File: config.mk
export PLATFORM = sky130hd
export DESIGN_NAME = dm_access_ctrl_flat
export DESIGN_NICKNAME = d
export VERILOG_FILES = /design/src/rtl/dm_access_ctrl_pkg.sv /design/src/rtl/dm_access_ctrl_if.sv /design/src/rtl/dm_lane_align.sv /design/src/rtl/dm_access_ctrl.sv /design/src/flat_wrapper.sv
export SDC_FILE = /design/constraint.sdc
export NUM_CORES = 1
export LEC_CHECK = 0
export BUFFER_PORTS_ARGS = -buffer_cell sky130_fd_sc_hd__buf_2
export CORE_UTILIZATION = 57
export CTS_CLUSTER_DIAMETER = 50
export DETAILED_ROUTE_END_ITERATION = 8
export PLACE_DENSITY = 0.85
export SLEW_MARGIN = 20
export SYNTH_ARGS = -nofsm -noshare
export SYNTH_HDL_FRONTEND = slang
export SYNTH_HIERARCHICAL = 1
export SYNTH_SLANG_ARGS = --single-unit
File: constraint.sdc
create_clock -name CLK -period 4.6 [get_ports CLK]
set_input_delay 0.92 -clock CLK [delete_from_list [all_inputs] [get_ports CLK]]
set_output_delay 0.92 -clock CLK [all_outputs]
set_load 0.005 [all_outputs]
File: src/rtl/dm_access_ctrl_pkg.sv
// Shared encodings for the data-memory access controller: access sizes,
// FSM states, byte-lane constants and the request legality check.
package dm_pkg;

    localparam int DW        = 32;
    localparam int LANE_W    = 8;
    localparam int NUM_LANES = DW / LANE_W;

    typedef enum logic [1:0] {
        SZ_BYTE = 2'b00,
        SZ_HALF = 2'b01,
        SZ_WORD = 2'b10,
        SZ_RSVD = 2'b11
    } size_e;

    typedef enum logic [1:0] {
        IDLE = 2'b00,
        RD   = 2'b01,
        CAPT = 2'b10,
        WR   = 2'b11
    } state_e;

    // Byte-enable patterns for the lanes a store touches
    localparam logic [NUM_LANES-1:0] BE_BYTE0   = 4'b0001;
    localparam logic [NUM_LANES-1:0] BE_HALF_LO = 4'b0011;
    localparam logic [NUM_LANES-1:0] BE_HALF_HI = 4'b1100;
    localparam logic [NUM_LANES-1:0] BE_WORD    = 4'b1111;

    // Misaligned half/word or reserved size is rejected without touching memory
    function automatic logic dm_req_err(logic [1:0] sz, logic [1:0] off);
        logic e;
        case (sz)
            SZ_BYTE: e = 1'b0;
            SZ_HALF: e = off[0];
            SZ_WORD: e = (off != 2'b00);
            default: e = 1'b1;
        endcase
        return e;
    endfunction

endpackage

File: src/rtl/dm_access_ctrl_if.sv
// Pipeline-side request/completion bus and the data-memory port bus.
interface dm_req_if #(parameter int AW = 32);
    logic          REQ;
    logic          WE;
    logic [1:0]    SIZE;
    logic          SIGNED;
    logic [AW-1:0] ADDR;
    logic [31:0]   WDATA;
    logic          BUSY;
    logic          DONE;
    logic          ERR;
    logic [31:0]   RDATA;

    modport master (output REQ, WE, SIZE, SIGNED, ADDR, WDATA,
                    input  BUSY, DONE, ERR, RDATA);
    modport slave  (input  REQ, WE, SIZE, SIGNED, ADDR, WDATA,
                    output BUSY, DONE, ERR, RDATA);
endinterface

interface dm_mem_if;
    logic        W_DM;
    logic [31:0] AD;
    logic [31:0] WP;
    logic [31:0] PR;

    modport master (output W_DM, AD, WP, input PR);
    modport slave  (input W_DM, AD, WP, output PR);
endinterface

File: src/rtl/dm_lane_align.sv
// Byte-lane steering: extracts and extends the load lane from the read
// word, and merges right-justified store data into the read word.
module dm_lane_align
    import dm_pkg::*;
(
    input  logic [DW-1:0] pr,
    input  logic [DW-1:0] wdata,
    input  logic [1:0]    off,
    input  size_e         size,
    input  logic          sgn,
    output logic [DW-1:0] ld_val,
    output logic [DW-1:0] st_word
);
    logic [LANE_W-1:0]    b;
    logic [15:0]          h;
    logic [NUM_LANES-1:0] be;
    logic [DW-1:0]        wsrc;

    // Lane select, extension, and replication of store data onto every lane
    always_comb begin
        b    = pr[{off, 3'b000} +: LANE_W];
        h    = off[1] ? pr[31:16] : pr[15:0];
        case (size)
            SZ_BYTE: begin
                ld_val = {{24{sgn & b[7]}}, b};
                be     = BE_BYTE0 << off;
                wsrc   = {4{wdata[7:0]}};
            end
            SZ_HALF: begin
                ld_val = {{16{sgn & h[15]}}, h};
                be     = off[1] ? BE_HALF_HI : BE_HALF_LO;
                wsrc   = {2{wdata[15:0]}};
            end
            default: begin
                ld_val = pr;
                be     = BE_WORD;
                wsrc   = wdata;
            end
        endcase
    end

    for (genvar k = 0; k < NUM_LANES; k++) begin : g_lane
        assign st_word[k*LANE_W +: LANE_W] = be[k] ? wsrc[k*LANE_W +: LANE_W]
                                                   : pr[k*LANE_W +: LANE_W];
    end

endmodule

File: src/rtl/dm_access_ctrl.sv
// Data-memory initiator: latches a load/store request, sequences the
// read / capture / write cycles against a registered-read memory, and
// reports completion with a one-cycle DONE (plus ERR for bad requests).
module dm_access_ctrl
    import dm_pkg::*;
#(
    parameter int AW = 32
) (
    input  logic     CLK,
    input  logic     RST_N,
    dm_req_if.slave  req,
    dm_mem_if.master mem
);
    state_e        state_q, state_d;
    logic          we_q, sgn_q;
    size_e         size_q;
    logic [1:0]    off_q;
    logic [DW-1:0] wdata_q, merge_q, rdata_q, ad_q;
    logic          done_q, err_q;
    logic [DW-1:0] ld_val, st_word;
    logic          accept, bad_req;

    assign accept  = (state_q == IDLE) && req.REQ;
    assign bad_req = dm_req_err(req.SIZE, req.ADDR[1:0]);

    dm_lane_align u_align (
        .pr      (mem.PR),
        .wdata   (wdata_q),
        .off     (off_q),
        .size    (size_q),
        .sgn     (sgn_q),
        .ld_val  (ld_val),
        .st_word (st_word)
    );

    // State register
    always_ff @(posedge CLK or negedge RST_N) begin
        if (!RST_N) state_q <= IDLE;
        else        state_q <= state_d;
    end

    // Next state: word stores skip the read; sub-word stores read first
    always_comb begin
        state_d = state_q;
        case (state_q)
            IDLE: if (accept && !bad_req)
                      state_d = (req.WE && req.SIZE == SZ_WORD) ? WR : RD;
            RD:   state_d = CAPT;
            CAPT: state_d = we_q ? WR : IDLE;
            WR:   state_d = IDLE;
            default: state_d = IDLE;
        endcase
    end

    // State-decoded outputs; W_DM follows the state so reset kills it at once
    always_comb begin
        req.BUSY = (state_q != IDLE);
        mem.W_DM = (state_q == WR);
        mem.WP   = (state_q == WR && size_q == SZ_WORD) ? wdata_q : merge_q;
    end

    // Request latch; the word address is only updated for legal requests
    always_ff @(posedge CLK or negedge RST_N) begin
        if (!RST_N) begin
            we_q    <= 1'b0;
            sgn_q   <= 1'b0;
            size_q  <= SZ_BYTE;
            off_q   <= 2'b00;
            wdata_q <= '0;
            ad_q    <= '0;
        end else if (accept) begin
            we_q    <= req.WE;
            sgn_q   <= req.SIGNED;
            size_q  <= size_e'(req.SIZE);
            off_q   <= req.ADDR[1:0];
            wdata_q <= req.WDATA;
            if (!bad_req) ad_q <= DW'(req.ADDR[AW-1:2]);
        end
    end

    // Capture of read data: load result or read-modify-write merge word
    always_ff @(posedge CLK or negedge RST_N) begin
        if (!RST_N) begin
            rdata_q <= '0;
            merge_q <= '0;
        end else if (state_q == CAPT) begin
            if (we_q) merge_q <= st_word;
            else      rdata_q <= ld_val;
        end
    end

    // Completion pulse, raised on the edge the FSM returns to IDLE
    always_ff @(posedge CLK or negedge RST_N) begin
        if (!RST_N) begin
            done_q <= 1'b0;
            err_q  <= 1'b0;
        end else begin
            done_q <= (accept && bad_req) || (state_q == CAPT && !we_q) || (state_q == WR);
            err_q  <= accept && bad_req;
        end
    end

    assign req.DONE  = done_q;
    assign req.ERR   = err_q;
    assign req.RDATA = rdata_q;
    assign mem.AD    = ad_q;

endmodule

File: src/flat_wrapper.sv
// flat-port wrapper written by rule: the top's interface ports become plain ports
module dm_access_ctrl_flat import dm_pkg::*;
#(
    parameter int AW = 32
)
  (CLK, RST_N, req_REQ, req_WE, req_SIZE, req_SIGNED, req_ADDR, req_WDATA, req_BUSY, req_DONE, req_ERR, req_RDATA, mem_W_DM, mem_AD, mem_WP, mem_PR);
  dm_req_if #(.AW(AW)) req_i ();
  dm_mem_if mem_i ();
  input  logic CLK;
  input  logic RST_N;
  input wire logic [$bits(req_i.REQ)-1:0] req_REQ;
  input wire logic [$bits(req_i.WE)-1:0] req_WE;
  input wire logic [$bits(req_i.SIZE)-1:0] req_SIZE;
  input wire logic [$bits(req_i.SIGNED)-1:0] req_SIGNED;
  input wire logic [$bits(req_i.ADDR)-1:0] req_ADDR;
  input wire logic [$bits(req_i.WDATA)-1:0] req_WDATA;
  output wire logic [$bits(req_i.BUSY)-1:0] req_BUSY;
  output wire logic [$bits(req_i.DONE)-1:0] req_DONE;
  output wire logic [$bits(req_i.ERR)-1:0] req_ERR;
  output wire logic [$bits(req_i.RDATA)-1:0] req_RDATA;
  output wire logic [$bits(mem_i.W_DM)-1:0] mem_W_DM;
  output wire logic [$bits(mem_i.AD)-1:0] mem_AD;
  output wire logic [$bits(mem_i.WP)-1:0] mem_WP;
  input wire logic [$bits(mem_i.PR)-1:0] mem_PR;
  assign req_i.REQ = req_REQ;
  assign req_i.WE = req_WE;
  assign req_i.SIZE = req_SIZE;
  assign req_i.SIGNED = req_SIGNED;
  assign req_i.ADDR = req_ADDR;
  assign req_i.WDATA = req_WDATA;
  assign req_BUSY = req_i.BUSY;
  assign req_DONE = req_i.DONE;
  assign req_ERR = req_i.ERR;
  assign req_RDATA = req_i.RDATA;
  assign mem_W_DM = mem_i.W_DM;
  assign mem_AD = mem_i.AD;
  assign mem_WP = mem_i.WP;
  assign mem_i.PR = mem_PR;
  dm_access_ctrl #(.AW(AW)) u_core (.CLK(CLK), .RST_N(RST_N), .req(req_i), .mem(mem_i));
endmodule
Word level (Yosys, flattened, before mapping)

Index checks and enable logic that the tools add are counted.

Logic and storage cells: 58
Register bits: 136
Input port bits: 103

Bitwise gates (word level): 4
Shift-type cells: 2
Mux-type cells: 15
Equality and inequality tests: 8
Reductions and logical operators: 18

Operators with widths:

| kind                                                | number |
|---|---|
| one-hot mux 32 bit (2 select lines)                 | 2 |
| 2-to-1 mux 32 bit                                   | 1 |
| 2-to-1 mux 8 bit                                    | 4 |
| variable part select 32 x 6 -> 8 bit                | 1 |
| 2-to-1 mux 16 bit                                   | 1 |
| equality test 2 bit, second input constant          | 4 |
| one-hot mux 2 bit (4 select lines)                  | 1 |
| one-hot mux 4 bit (2 select lines)                  | 1 |
| equality test 2 x 1 -> 1 bit, second input constant | 3 |
| logical AND 1 bit                                   | 6 |
| zero test 2 bit                                     | 3 |
| 2-to-1 mux 2 bit                                    | 3 |
| AND reduction 2 bit                                 | 3 |
| 2-to-1 mux 4 bit                                    | 1 |
| nonzero test 2 bit                                  | 2 |
| left shift 1 x 2 -> 4 bit, first input constant     | 1 |
| one-hot mux 1 bit (3 select lines)                  | 1 |
| bitwise AND 1 bit                                   | 2 |
| zero test 1 bit                                     | 2 |
| logical OR 1 bit                                    | 2 |
| != test 2 bit, second input constant                | 1 |
| inverter 1 bit                                      | 2 |

Longest topological paths before layout

Depth after elaboration: 6
Gate-level depth with buffers: 7
Mapped depth without buffers: 4

Hierarchy

Netlist, hierarchy kept.

By module, submodules not included:

| module         | cells an instance | instances | seq. area each (µm²) | area an instance (µm²) |
|---|---|---|---|---|
| dm_access_ctrl | 333               | 1         | 3403.3               | 5723.0 |
| dm_lane_align  | 202               | 1         | 0.0                  | 1525.2 |

Worst setup path after synthesis

No wires, ideal clock.

Path kind: register -> output
Start point: register u_core.state_q[1]
End point: output mem_WP[10]
Buffers on the path: 1
Setup slack: 2.442 ns
Stages on the path, launching flop included: 5
Data arrival time: 1.238 ns
Cell sequence: dfrtp_1 > and2_1 > nand3b_2 > buf_6 > mux2_4

Longest elaborated chain between the ends: 3

RTL lines:

| what                     | line                 | RTL |
|---|---|---|
| start: declaration       | dm_access_ctrl.sv:14 | `state_e state_q, state_d;` |
| start signal: assignment | dm_access_ctrl.sv:39 | `else state_q <= state_d;` |
| equality test 2 bit      | -                    |  |
| named net mem_W_DM       | flat_wrapper.sv:21   | `output wire logic [$bits(mem_i.W_DM)-1:0] mem_W_DM;` |
| logical AND 1 bit        | dm_access_ctrl.sv:59 | `mem.WP = (state_q == WR && size_q == SZ_WORD) ? wdata_q : merge_q;` |
| 2-to-1 mux 32 bit        | dm_access_ctrl.sv:59 |  |
| end: declaration         | flat_wrapper.sv:23   | `output wire logic [$bits(mem_i.WP)-1:0] mem_WP;` |

The timed path passes the listed nets, and every way through them passes these cells.

Final worst setup path

Start point: register u_core.size_q[0]
End point: output mem_WP[19]

Longest elaborated chain between the ends: 3

RTL lines:

| what                     | line                 | RTL |
|---|---|---|
| start: declaration       | dm_access_ctrl.sv:16 | `size_e size_q;` |
| start signal: assignment | dm_access_ctrl.sv:74 | `size_q <= size_e'(req.SIZE);` |
| equality test 2 bit      | dm_access_ctrl.sv:59 |  |
| logical AND 1 bit        | dm_access_ctrl.sv:59 |  |
| 2-to-1 mux 32 bit        | dm_access_ctrl.sv:59 |  |

No other way between the ends.

==> run metrics <==
Post-CTS Setup Bufs=0; setup TNS=0 ns; worst min-delay path category=flip-flop to flip-flop; Syn Area/Cell=between 10 and 15 sq um; diode count=0; global route overflow=0; via count=between 5000 and 6000; pin count of the biggest net entering global routing=around 100; Die W=114.8 um; relative slew slack=33.16%; Tot GR Track Use=~30%; critical path endpoint=mem_WP[19]; Max FO, Critical Path=25; Clock Skews=0.009017 ns; Synth Cell Area=0.007248 sq mm; period utilization=about four fifths; Vias/cell=5.732; actual slew at the worst max-slew pin=between 1 and 1.5 ns; worst setup path startpoint=u_core/size_q[0]$_DFFE_PN0P_; initial drt markers=just over 300; CTS tree=built; CTS Root Cell=clkbuf_16; MaxCap Viol Count=0; Leak=roughly 4.4 nW; Fmax=270.6 MHz; ys flop type=dfrtp_1; Setup WS pre-CTS=1.316 ns; HPWL after DPL=between 10 and 15 mm; worst setup path category=flip-flop to primary output; first-pass GRT wire length=around 29 mm; IO Count=between 200 and 250; run status=completed; clk sinks=between 100 and 150; Cell variety after synth=41; CP Depth=4; worst stage delay on the critical path=approximately 0.94 ns; number of synthesized register bits=roughly 140; EDFF count, synth=0; unrepaired setup endpoints after global routing=no; VDD IR-drop max=~360 uV; num rows=40; initial antenna violation count=1; core area=between 0.01 and 0.015 sq mm; Worst path slowest cell=dfrtp_1; number of global-route vias before repair=around 5400; post-synth top area cell=dfrtp_1; R2R depth=4; Post-Route WL=approximately 19 mm; ANT nets after route=0; port buffer count=200; CTS Hold Bufs=0; RR Startpoint=u_core/off_q[1]$_DFFE_PN0P_; YS warnings=6; share of the synthesized area in the top cell type=approximately 47%; Power Density=760.4 mW/mm^2; share of cells above drive strength 1=62.52%; fillers=roughly 850; PnR worst setup slack=about 0.90 ns; NumNets Final=around 830; Worst setup EP type=primary output; worst path bufs/invs=2; TritonCTS Buffers=17; Seq/Total Area, Yosys=between 40% and 50%; Final Hold Viols=0; die height=around 110 um; area added between synthesis and finish=23.01%; RD Place Congestion=between 0.8 and 0.9; Reg-to-Reg End=u_core/merge_q[12]$_DFFE_PN0P_; Worst-Skew Late Latency=~0.4 ns; r2r setup slk=between 2 and 2.5 ns; die area=about 0.013 sq mm; Cell Chain, Critical Path=nand3b_2 -> buf_4 -> mux2_4 -> buf_2; Req. time, crit path=3.68 ns; cts repair resizes=0; largest cells by area after synthesis=dfrtp_1, mux2_2, mux2_4; asr flop ratio synth=100.0%; multi-input combinational cell area=~0.0036 sq mm; fin crit period=roughly 3.7 ns; Max Root-Sink Buffers=2; Initial Util=~60%; CP arrival=2.78 ns; HP Start=u_core/req.RDATA[25]$_DFFE_PN0P_; CP top delay family=flip-flops; Clk pin slew, worst setup/hold paths=approximately 0.06 ns; register area=approximately 0.0034 sq mm; Remaining DRCs=0; Post-Syn Instances=roughly 540; WL per Instance=20.63 um; H-tree levels=4; crit path launch type=flip-flop; setup violators final=0; Pre-Repair DR Iteration Count=6; Pins Over Slew Limit=0
==> state kept, by name, summed over array words and instances (netlist names), 2 cells and up <==
register / count
u_core/state_q: 2
u_core/wdata_q: 32
u_core/size_q: 2
u_core/req.RDATA: 32
u_core/off_q: 2
u_core/merge_q: 32
u_core/mem.AD: 30
==> routing by layer <==
metal / vias up / GRT usage (%) / part of all wire [%]
met5: - / 0 / 0.069
met2: 265 / 50.75 / 50
met1: 2557 / 36.77 / 40
met4: 2 / 13.77 / 2.9
li1: 2333 / - / -
met3: 42 / 7.591 / 7.2
==> report_power, final <==
group	total [W]	internal [W]	switching, W
Clock	0.00141	0.000891	0.000521
Combinational	0.00300	0.00178	0.00123
Sequential	0.00236	0.00180	0.000566
==> placed cells by master, fill, tap and decap left out, types with 3 or more instances in the layout <==
cell type,count
mux2_1,5
inv_6,4
buf_4,8
buf_2,199
o21ai_0,16
nand3_1,9
clkinv_4,4
and3b_1,7
dfrtp_1,135
nor2_1,7
nand2_1,17
mux2i_1,15
a221o_1,7
mux2_2,148
nor2b_1,8
mux2_4,60
a21oi_1,34
bufinv_16,3
clkbuf_16,17
==> kinds of logic after synthesis <==
| kind of cell | count (synthesis) | share of synthesized area [%] |
|---|---|---|
| AOI/OAI and AO/OA | 65 | 5.351 |
| buffers and inverters | 38 | 3.642 |
| DFF | 136 | 46.95 |
| muxes | 229 | 38.58 |
| other | 1 | 0.05174 |
| and+or+nand+nor | 66 | 5.421 |
==> per-stage QoR <==
| step | instances | hold slack [ns] | total power [W] | utilization (%) | instance area, sq um |
|---|---|---|---|---|---|
| global placement | 875 | 0.4742 | 0.005192 | 67.92 | 8294 |
| floorplan | 536 | 0.4737 | 0.004376 | - | 7252 |
| global route | 907 | 0.5176 | 0.007173 | 73.01 | 8916 |
| finish | 907 | 0.4885 | 0.006780 | 73.01 | 8916 |
| CTS | 907 | 0.4948 | 0.006788 | 73.01 | 8916 |
| detailed placement | 875 | 0.4812 | 0.005332 | 67.92 | 8294 |
==> worst min-delay path by stage <==
stage / cells after the start / to / slack (ns)
after floorplan: 1 / u_core/merge_q[0]$_DFFE_PN0P_ / 0.47
after global placement: 1 / u_core/req.RDATA[25]$_DFFE_PN0P_ / 0.47
after detailed placement: 1 / u_core/req.RDATA[25]$_DFFE_PN0P_ / 0.48
after CTS: 1 / u_core/req.RDATA[25]$_DFFE_PN0P_ / 0.49
after global routing: 1 / u_core/req.RDATA[2]$_DFFE_PN0P_ / 0.52
final: 1 / u_core/req.RDATA[25]$_DFFE_PN0P_ / 0.49
==> worst register-to-register path, stage by stage, from the launching register on <==
cell and delay [ns]:
dfrtp_1 1.00, inv_1 0.27, a21oi_2 0.52, mux2_2 0.41, mux2_2 0.27
==> synth_stat cells, drive strengths merged (2+ instances only) <==
cell type / number
and3b: 7
dfrtp: 136
nor3b: 3
a221o: 7
buf: 29
nor2: 8
nor2b: 9
a21oi: 36
or2: 2
nor3: 2
clkbuf: 8
o21bai: 2
mux2i: 15
nand2: 18
nand3: 9
nand3b: 3
mux2: 213
o21ai: 17
==> area by class of cell <==
cell class | instances | area share, %
timing repair buffer | 208 | 11.97
inverter | 1 | 0.04210
sequential | 136 | 38.18
clock buffer | 20 | 5.122
multi-input combinational | 362 | 40.47
tap | 168 | 2.358
clock inverter | 12 | 1.852
No activity file was read; power rests on OpenSTA's default activity.
